## src/rtl/mem_port_arbiter_if.sv

```systemverilog
// Bundle for the shared memory port: fetch side, data side and the memory bus.
// The master view belongs to the arbiter; the slave view is the pipeline plus memory.
interface mem_port_arbiter_if #(
  parameter int AW = 32,
  parameter int DW = 32
);
  // fetch stage
  logic              if_req;
  logic [AW-1:0]     if_addr;
  logic              if_kill;
  logic              if_valid;
  logic [DW-1:0]     if_rdata;
  logic              f_mem_stall;
  // memory stage
  logic              dm_req;
  logic              dm_we;
  logic [AW-1:0]     dm_addr;
  logic [DW-1:0]     dm_wdata;
  logic [DW/8-1:0]   dm_be;
  logic              dm_valid;
  logic [DW-1:0]     dm_rdata;
  logic              m_mem_stall;
  // memory bus
  logic              mem_req;
  logic              mem_we;
  logic [AW-1:0]     mem_addr;
  logic [DW-1:0]     mem_wdata;
  logic [DW/8-1:0]   mem_be;
  logic              mem_gnt;
  logic              mem_rvalid;
  logic [DW-1:0]     mem_rdata;
  logic              bus_err;

  modport master (
    input  if_req, if_addr, if_kill,
    output if_valid, if_rdata, f_mem_stall,
    input  dm_req, dm_we, dm_addr, dm_wdata, dm_be,
    output dm_valid, dm_rdata, m_mem_stall,
    output mem_req, mem_we, mem_addr, mem_wdata, mem_be,
    input  mem_gnt, mem_rvalid, mem_rdata,
    output bus_err
  );

  modport slave (
    output if_req, if_addr, if_kill,
    input  if_valid, if_rdata, f_mem_stall,
    output dm_req, dm_we, dm_addr, dm_wdata, dm_be,
    input  dm_valid, dm_rdata, m_mem_stall,
    input  mem_req, mem_we, mem_addr, mem_wdata, mem_be,
    output mem_gnt, mem_rvalid, mem_rdata,
    input  bus_err
  );
endinterface

```

## src/rtl/mem_port_arbiter.sv

```systemverilog
// Single-outstanding arbiter for the unified memory port, data side over fetch.
// Optional response watchdog enabled by defining ARB_TIMEOUT_EN.
module mem_port_arbiter #(
  parameter int AW      = 32,
  parameter int DW      = 32,
  parameter int TIMEOUT = 255
) (
  input  logic               clk,
  input  logic               rst_n,
  mem_port_arbiter_if.master bus
);

  localparam int BW = DW / 8;

  typedef enum logic [1:0] {IDLE, WAIT_I, WAIT_D} state_t;

  state_t          r_state;
  logic            r_kill;
  logic            r_we;
  logic [AW-1:0]   r_addr;
  logic [DW-1:0]   r_wdata;
  logic [BW-1:0]   r_be;

  logic            w_idle;
  logic            w_dm;
  logic            w_if;
  logic            w_grant;
  logic            w_rsp;
  logic            w_tmo;
  logic            w_done;
  logic            w_kill_eff;
  logic            w_sel_we;
  logic [AW-1:0]   w_sel_addr;
  logic [DW-1:0]   w_sel_wdata;
  logic [BW-1:0]   w_sel_be;

  // Requests are masked during reset so that every output reads 0 while rst_n is low.
  assign w_dm   = rst_n & bus.dm_req;
  assign w_if   = rst_n & bus.if_req;
  assign w_idle = (r_state == IDLE);

  always_comb begin
    w_sel_we    = 1'b0;
    w_sel_addr  = '0;
    w_sel_wdata = '0;
    w_sel_be    = '0;
    if (w_dm) begin
      w_sel_we    = bus.dm_we;
      w_sel_addr  = bus.dm_addr;
      w_sel_wdata = bus.dm_wdata;
      w_sel_be    = bus.dm_be;
    end else if (w_if) begin
      w_sel_addr  = bus.if_addr;
      w_sel_be    = '1;
    end
  end

  assign w_grant = w_idle & (w_dm | w_if) & bus.mem_gnt;
  assign w_rsp   = ~w_idle & bus.mem_rvalid;
  assign w_done  = w_rsp | w_tmo;

  // A redirect arriving in the response cycle itself already makes that instruction stale.
  assign w_kill_eff = r_kill | bus.if_kill;

  assign bus.mem_req   = w_idle & (w_dm | w_if);
  assign bus.mem_we    = w_idle ? w_sel_we    : r_we;
  assign bus.mem_addr  = w_idle ? w_sel_addr  : r_addr;
  assign bus.mem_wdata = w_idle ? w_sel_wdata : r_wdata;
  assign bus.mem_be    = w_idle ? w_sel_be    : r_be;

  assign bus.if_valid  = (r_state == WAIT_I) & w_done & ~w_kill_eff;
  assign bus.dm_valid  = (r_state == WAIT_D) & w_done;
  assign bus.if_rdata  = w_tmo ? '0 : bus.mem_rdata;
  assign bus.dm_rdata  = w_tmo ? '0 : bus.mem_rdata;

  assign bus.m_mem_stall = w_dm & ~bus.dm_valid;
  assign bus.f_mem_stall = w_if & ~bus.if_valid;

`ifdef ARB_TIMEOUT_EN
  localparam int CW = ($clog2(TIMEOUT + 1) > 8) ? $clog2(TIMEOUT + 1) : 8;
  logic [CW-1:0] r_cnt;

  assign w_tmo       = ~w_idle & ~bus.mem_rvalid & (r_cnt == CW'(TIMEOUT - 1));
  assign bus.bus_err = w_tmo;
`else
  assign w_tmo       = 1'b0;
  assign bus.bus_err = 1'b0;
`endif

  // TIMEOUT below 1 has no meaningful watchdog setting; nothing is built for it.
  if (TIMEOUT < 1) begin : g_timeout_guard
  end

  always_ff @(posedge clk or negedge rst_n) begin
    if (!rst_n) begin
      r_state <= IDLE;
      r_kill  <= 1'b0;
      r_we    <= 1'b0;
      r_addr  <= '0;
      r_wdata <= '0;
      r_be    <= '0;
`ifdef ARB_TIMEOUT_EN
      r_cnt   <= '0;
`endif
    end else begin
      case (r_state)
        IDLE: begin
          if (w_grant) begin
            r_state <= w_dm ? WAIT_D : WAIT_I;
            r_kill  <= ~w_dm & bus.if_kill;
            r_we    <= w_sel_we;
            r_addr  <= w_sel_addr;
            r_wdata <= w_sel_wdata;
            r_be    <= w_sel_be;
`ifdef ARB_TIMEOUT_EN
            r_cnt   <= '0;
`endif
          end
        end
        WAIT_I, WAIT_D: begin
          if (r_state == WAIT_I && bus.if_kill) begin
            r_kill <= 1'b1;
          end
`ifdef ARB_TIMEOUT_EN
          r_cnt <= r_cnt + 1'b1;
`endif
          if (w_done) begin
            r_state <= IDLE;
            r_kill  <= 1'b0;
          end
        end
        default: begin
          r_state <= IDLE;
          r_kill  <= 1'b0;
        end
      endcase
    end
  end

  a_no_rvalid_in_idle: assert property (@(posedge clk) disable iff (!rst_n)
    !(w_idle && bus.mem_rvalid));

endmodule
```

## src/flat_wrapper.sv

```systemverilog
// flat-port wrapper written by rule: the top's interface ports become plain ports
module mem_port_arbiter_flat 
#(
  parameter int AW      = 32,
  parameter int DW      = 32,
  parameter int TIMEOUT = 255
)
  (clk, rst_n, bus_if_req, bus_if_addr, bus_if_kill, bus_if_valid, bus_if_rdata, bus_f_mem_stall, bus_dm_req, bus_dm_we, bus_dm_addr, bus_dm_wdata, bus_dm_be, bus_dm_valid, bus_dm_rdata, bus_m_mem_stall, bus_mem_req, bus_mem_we, bus_mem_addr, bus_mem_wdata, bus_mem_be, bus_mem_gnt, bus_mem_rvalid, bus_mem_rdata, bus_bus_err);
  mem_port_arbiter_if #(.AW(AW), .DW(DW)) bus_i ();
  input  logic clk;
  input  logic rst_n;
  input wire logic [$bits(bus_i.if_req)-1:0] bus_if_req;
  input wire logic [$bits(bus_i.if_addr)-1:0] bus_if_addr;
  input wire logic [$bits(bus_i.if_kill)-1:0] bus_if_kill;
  output wire logic [$bits(bus_i.if_valid)-1:0] bus_if_valid;
  output wire logic [$bits(bus_i.if_rdata)-1:0] bus_if_rdata;
  output wire logic [$bits(bus_i.f_mem_stall)-1:0] bus_f_mem_stall;
  input wire logic [$bits(bus_i.dm_req)-1:0] bus_dm_req;
  input wire logic [$bits(bus_i.dm_we)-1:0] bus_dm_we;
  input wire logic [$bits(bus_i.dm_addr)-1:0] bus_dm_addr;
  input wire logic [$bits(bus_i.dm_wdata)-1:0] bus_dm_wdata;
  input wire logic [$bits(bus_i.dm_be)-1:0] bus_dm_be;
  output wire logic [$bits(bus_i.dm_valid)-1:0] bus_dm_valid;
  output wire logic [$bits(bus_i.dm_rdata)-1:0] bus_dm_rdata;
  output wire logic [$bits(bus_i.m_mem_stall)-1:0] bus_m_mem_stall;
  output wire logic [$bits(bus_i.mem_req)-1:0] bus_mem_req;
  output wire logic [$bits(bus_i.mem_we)-1:0] bus_mem_we;
  output wire logic [$bits(bus_i.mem_addr)-1:0] bus_mem_addr;
  output wire logic [$bits(bus_i.mem_wdata)-1:0] bus_mem_wdata;
  output wire logic [$bits(bus_i.mem_be)-1:0] bus_mem_be;
  input wire logic [$bits(bus_i.mem_gnt)-1:0] bus_mem_gnt;
  input wire logic [$bits(bus_i.mem_rvalid)-1:0] bus_mem_rvalid;
  input wire logic [$bits(bus_i.mem_rdata)-1:0] bus_mem_rdata;
  output wire logic [$bits(bus_i.bus_err)-1:0] bus_bus_err;
  assign bus_i.if_req = bus_if_req;
  assign bus_i.if_addr = bus_if_addr;
  assign bus_i.if_kill = bus_if_kill;
  assign bus_if_valid = bus_i.if_valid;
  assign bus_if_rdata = bus_i.if_rdata;
  assign bus_f_mem_stall = bus_i.f_mem_stall;
  assign bus_i.dm_req = bus_dm_req;
  assign bus_i.dm_we = bus_dm_we;
  assign bus_i.dm_addr = bus_dm_addr;
  assign bus_i.dm_wdata = bus_dm_wdata;
  assign bus_i.dm_be = bus_dm_be;
  assign bus_dm_valid = bus_i.dm_valid;
  assign bus_dm_rdata = bus_i.dm_rdata;
  assign bus_m_mem_stall = bus_i.m_mem_stall;
  assign bus_mem_req = bus_i.mem_req;
  assign bus_mem_we = bus_i.mem_we;
  assign bus_mem_addr = bus_i.mem_addr;
  assign bus_mem_wdata = bus_i.mem_wdata;
  assign bus_mem_be = bus_i.mem_be;
  assign bus_i.mem_gnt = bus_mem_gnt;
  assign bus_i.mem_rvalid = bus_mem_rvalid;
  assign bus_i.mem_rdata = bus_mem_rdata;
  assign bus_bus_err = bus_i.bus_err;
  mem_port_arbiter #(.AW(AW), .DW(DW), .TIMEOUT(TIMEOUT)) u_core (.clk(clk), .rst_n(rst_n), .bus(bus_i));
endmodule
```

## config.mk

```make
export PLATFORM = sky130hd
export DESIGN_NAME = mem_port_arbiter_flat
export DESIGN_NICKNAME = d
export VERILOG_FILES = /design/src/rtl/mem_port_arbiter_if.sv /design/src/rtl/mem_port_arbiter.sv /design/src/flat_wrapper.sv
export SDC_FILE = /design/constraint.sdc
export NUM_CORES = 1
export LEC_CHECK = 0
export ABC_AREA = 1
export BUFFER_PORTS_ARGS = -buffer_cell sky130_fd_sc_hd__buf_4
export CORE_AREA = 8 8 112 114
export DETAILED_ROUTE_END_ITERATION = 6
export DIE_AREA = 0 0 120 122
export PLACE_DENSITY = 0.81
export SETUP_SLACK_MARGIN = 0.3
export SLEW_MARGIN = 10
export SYNTH_ARGS = -nofsm -noshare
export SYNTH_HDL_FRONTEND = slang
export SYNTH_SLANG_ARGS = --single-unit
```

## constraint.sdc

```tcl
create_clock -name clk -period 2 [get_ports clk]
set_input_delay 0.3 -clock clk [delete_from_list [all_inputs] [get_ports clk]]
set_output_delay 0.3 -clock clk [all_outputs]
set_load 0.1 [all_outputs]
```

==> results of run 1 <==
-- kinds of logic after synthesis --
kind of cell               share of synthesized area (%)
AOI/OAI and AO/OA                                   13.7
adders and majority gates                           1.09
buffers and inverters                               16.1
DFF                                                 39.2
other                                             0.0815
and+or+nand+nor                                     29.9
-- layer usage --
layer | vias up | wire length, um | share of wire (%)
met1 | 2550 | 7310 | 35
li1 | 2358 | - | -
met4 | 0 | 881 | 4.2
met2 | 358 | 10800 | 52
met3 | 89 | 1850 | 8.9
met5 | - | 0 | 0
-- stage by stage --
stage	total power, W	util, %
CTS	0.0179	77.5
finish	0.0189	80.9
global route	0.0194	80.9
floorplan	0.0117	-
global placement	0.0129	61.3
detailed placement	0.0131	61.3
-- final cells by class --
class	instances	area, um^2
clock buffer	11	151
clock inverter	5	78.8
fill	542	2040
inverter	7	55.1
multi-input combinational	477	3090
sequential	72	1800
tap	140	175
timing repair buffer	239	3290
timing repair inverter	1	8.76
-- how the worst max path moves through the flow --
stage	startpoint	end	slack, ns	cells past startpoint
floorplan	u_core.r_state[1]$_DFFE_PN0P_	bus_f_mem_stall	-0.47	8
global placement	u_core.r_state[1]$_DFFE_PN0P_	bus_mem_addr[28]	0.12	6
detailed placement	u_core.r_state[1]$_DFFE_PN0P_	bus_mem_addr[12]	0.08	6
CTS	u_core.r_state[0]$_DFFE_PN0P_	bus_mem_addr[12]	-0.13	7
global route	u_core.r_state[0]$_DFFE_PN0P_	bus_mem_be[3]	-0.23	8
finish	u_core.r_state[0]$_DFFE_PN0P_	bus_mem_wdata[30]	-0.15	7
-- repair_timing --
item,4_1_cts,5_1_grt
endpoints found under the hold margin,3,0
hold buffers,1,0
resized for setup,286,39
gates cloned,8,8
pin swaps,25,10
setup endpoints to repair,133,146
buffers inserted,15,7
-- power breakdown --
part / internal, W / switching (W) / leakage, nW
clock network: 0.000769 / 0.000563 / 0.119
logic: 0.00584 / 0.00944 / 2.87
registers: 0.00192 / 0.000336 / 0.965
total: 0.00853 / 0.0103 / 3.95
-- synth_stat cells, drive strengths merged --
| cell | count |
|---|---|
| nand2 | 314 |
| buf | 95 |
| o21ai | 75 |
| dfrtp | 72 |
| nor2 | 37 |
| a31oi | 32 |
| clkbuf | 10 |
| a21oi | 6 |
| inv | 6 |
| nand3 | 6 |
| ha | 4 |
| clkinv | 1 |
| conb | 1 |
| nor3 | 1 |
| o211ai | 1 |
-- flip-flops by register name, indices dropped and copies added, names as in the netlist --
| name | cells |
|---|---|
| u_core.r_wdata | 32 |
| u_core.r_be | 4 |
| u_core.r_addr | 32 |
| u_core.r_kill | 1 |
| u_core.r_we | 1 |
| u_core.r_state | 2 |
==> run metrics, run 1 <==
outcome finished with violations; failing checks negative setup slack; Vias 5355; Worst path slowest cell dfrtp_1; die width 120 um; CTS tree built; Cell Area, Synth 4600 um^2; Seq/Total Area, Yosys between 30 and 40%; CP peak stage delay 0.40 ns; average size of a mapped cell 6.96 um^2; Worst Path Arrival 1.85 ns; Routed Antenna Nets 0; GR Util All Layers between 20 and 25%; Area after DPL 6560 um^2; GR met1 Demand/Resource 27.2%; Initial Util 43.0%; Crit Path Class reg2out; Root Driver clkbuf_8; Post-Route WL approximately 21 mm; Rows 38; final worst-path setup slack -0.145 ns; RSZ-0062 raised after global routing yes; met2 Use GR 44.5%; max_slew headroom 40.3%; number of distinct library cells after synthesis 24; RR Startpoint u_core.r_state[0]$_DFFE_PN0P_; number of antenna violations at the first check in global routing 0; clock-pin slew on the worst setup and hold paths 0.08 ns; Lkg Pwr approximately 4.0 nW; commonest non-fill, non-tap cell in the layout nand2_1; Critical Path End Type output port; power per cell area 2180 nW/um^2; DRC errors left 0; Die ar. 14600 um^2; chip height 122 um; IO buf count around 180; Iteration-0 DRC Markers 463; WP buf/inv 5; Final period util 107%; most used routing layer met2; Gate Count Post-Synth 661; most frequent cells in the layout 295 x nand2_1, 123 x buf_4, 89 x buf_12; Critical Path Fanout Max 10; Max H-tree Level 3; Most common cell on crit path buf_12; first-pass GRT wire length 29.2 mm; Setup WS pre-CTS 0.0832 ns; clk_skew 0.0118 ns; vias in the first global route 5389; largest net degree at the start of global routing 70; Final setup viols 73; worst hold path type in2async; final std cells w/o fill 952; fin. max-slew vios 0; TNS Setup -5.70 ns; Hold Fails Final Rpt 0; Max Buffers Root-to-Sink 2; GP Congestion 0.784; Net Count, Synth between 800 and 900; io pins ~280; Syn-to-layout area delta 88.1%; ant diodes 0; startpoint types flip-flop; global route overflow 0; main area contributors after synthesis dfrtp_1 39%, nand2_1 26%, buf_4 11%; layout cell share with drive strength beyond 1 a little under half; post-placement cell count between 800 and 900; critical path's top delay family buffers and inverters; Seq cells post-synth 72; wire per inst 21.8 um; post-synth top area share 39.2%; CP Cell Sequence inv_2 > ha_4 > buf_12 > inv_12 > clkbuf_16 > o21ai_4 > buf_12; Slew @ Worst Pin 0.895 ns; leading area contributor after synthesis dfrtp_1; R2R cell count 11; Peak VDD IR 0.00202 V; Clk Latency, worst-skew pair 0.34 ns; r2r endpoint u_core.r_wdata[10]$_DFFE_PN0P_; GR Util met3 7.17%; max cap viols 0; Synthesis Warnings 0; TritonRoute pass-1 iters 5; CP required 1.70 ns; reg-to-reg setup timing slack about 0.010 ns; core region area 10700 um^2; hold_ws ~0.22 ns; min cycle time layout 2.15 ns; CTS Sinks slightly above 70; Via density between 5 and 6; design area slightly below 9000 um^2; total CTS buffers 9; DP Wirelength 10.6 mm; Final #Nets 951; Fmax ~470 MHz
No activity file was read; power rests on OpenSTA's default activity.
==> run 2: changes to the inputs <==
Clock period 2 ns to 2.2 ns, I/O delays scaled along.
==> run 2 against run 1 <==
The flow now finishes without violations. First-iteration DRC count down 16%. Critical endpoint is now bus_mem_addr[23]. Register-to-register slack better by 0.36 ns. Die area unchanged. Final cell count is 1.7% lower. Hold slack worse by 0.16 ns. Via count shrank 6.1%.
==> run metrics, run 2 (synthesized netlist as in run 1, its figures left out) <==
outcome finished, final reports clean; die width 120 um; Root Driver clkbuf_8; wire length on met2 8.88 mm; worst hold path type in2async; metal3 WL 1.69 mm; Max Buffers Root-to-Sink 2; Clk Latency, worst-skew pair 0.35 ns; Iteration-0 DRC Markers 387; DRC errors left 0; Via density 5.37; layout cell share with drive strength beyond 1 46.1%; Post-Route WL 17.5 mm; Critical Path End Type output port; max cap viols 0; Final setup viols 0; Critical Path Fanout Max 6; biggest regs u_core.r_addr: 32 flops, u_core.r_wdata: 32 flops, u_core.r_be: 4 flops; Final period util about 100%; commonest non-fill, non-tap cell in the layout nand2_1; Hold Fails Final Rpt 0; global route overflow 0; GR Util All Layers 22.8%; Final #Nets 935; vias in the first global route 5167; TNS Setup 0 ns; clk_skew 0.0132 ns; Top Layer Used met4; Rows 38; Fmax 457 MHz; clock-pin slew on the worst setup and hold paths 0.08 ns; DP Wirelength 10.9 mm; fin. max-slew vios 0; chip height 122 um; core region area 10700 um^2; RSZ-0062 raised after global routing yes; most frequent cells in the layout 294 x nand2_1, 125 x buf_4, 80 x buf_12; Max H-tree Level 3; GP Congestion 0.869; Initial Util 43.0%; IO buf count approximately 180; total CTS buffers 9; io pins 279; ant diodes 0; fillers ~630; Die ar. about 15000 um^2; Vias 5028; M1 WL 6.53 mm; TritonRoute pass-1 iters 6; Worst Path Arrival roughly 1.9 ns; CTS tree built; min cycle time layout 2.19 ns; startpoint types flip-flop; number of antenna violations at the first check in global routing 0; Crit Path Class reg2out; CTS Sinks 72; CP required 1.87 ns; Routed Antenna Nets 0; wire per inst 18.6 um; largest net degree at the start of global routing 64; first-pass GRT wire length ~27 mm; Syn-to-layout area delta 80.5%
run 2: cell count changes in the layout (fill, tap and decap cells not counted), sizes merged:
cell    previous run  this run
inv                7         6
bufinv             2         1
clkinv             4         7
clkbuf            18        11
buf              230       221
bufbuf             1         0
run 2: layout make-up:
class                      instances  area, um^2  area share (%)
timing repair inverter             1        16.3           0.196
inverter                           7        43.8           0.527
clock buffer                      10         138            1.66
sequential                        72        1800            21.7
tap                              140         175            2.11
multi-input combinational        477        3190            38.4
clock inverter                     6        58.8           0.708
timing repair buffer             223        2880            34.7
run 2: critical path, cell delays in order, from the launching register on:
cell and delay [ns]:
dfrtp_1 0.41, inv_2 0.09, ha_4 0.26, buf_6 0.17
buf_16 0.14, nor2_4 0.05, a31oi_4 0.18, buf_12 0.20
run 2: timing repair:
item | CTS | global route
setup endpoints to repair | 85 | 76
hold buffers | 1 | 0
gates cloned | 4 | 3
hold endpoints to repair | 2 | 0
pin swaps | 12 | 15
setup buffers | 8 | 8
gates resized for setup | 239 | 70
run 2: metal layers:
metal  up-vias  global-route usage [%]
met3        39                    7.77
met1      2414                    25.7
met5         -                       0
met2       260                    39.5
met4         0                    8.27
li1       2315                       -
run 2: worst paths after layout:
path,cells past startpoint,startpoint,end,slack [ns]
worst min register to register,2,u_core.r_addr[21]$_DFFE_PN0P_,u_core.r_addr[21]$_DFFE_PN0P_,0.48
worst max-delay path,7,u_core.r_state[1]$_DFFE_PN0P_,bus_mem_addr[23],0.01
max in group asynchronous,2,rst_n,u_core.r_wdata[24]$_DFFE_PN0P_,1.70
min in group clk,3,bus_dm_be[1],u_core.r_be[1]$_DFFE_PN0P_,0.32
worst max register to register,6,u_core.r_state[1]$_DFFE_PN0P_,u_core.r_wdata[5]$_DFFE_PN0P_,0.37
worst min-delay path,2,rst_n,u_core.r_wdata[15]$_DFFE_PN0P_,0.06
run 2: stage by stage:
step / cells / setup slack, ns / utilization [%] / hold WS (ns) / area [um^2]
global placement: 896 / 0.272 / 61.2 / 0.133 / 6550
detailed placement: 896 / 0.222 / 61.2 / 0.138 / 6550
CTS: 925 / 0.0354 / 74.0 / 0.0505 / 7920
floorplan: 661 / -0.304 / - / 0.0344 / 5530
global route: 936 / -0.0546 / 77.7 / 0.0962 / 8310
finish: 936 / 0.0102 / 77.7 / 0.0619 / 8310
Power of run 2 is not shown: default switching activity piles up to over one toggle a cycle in this logic, so the estimate is an artifact.
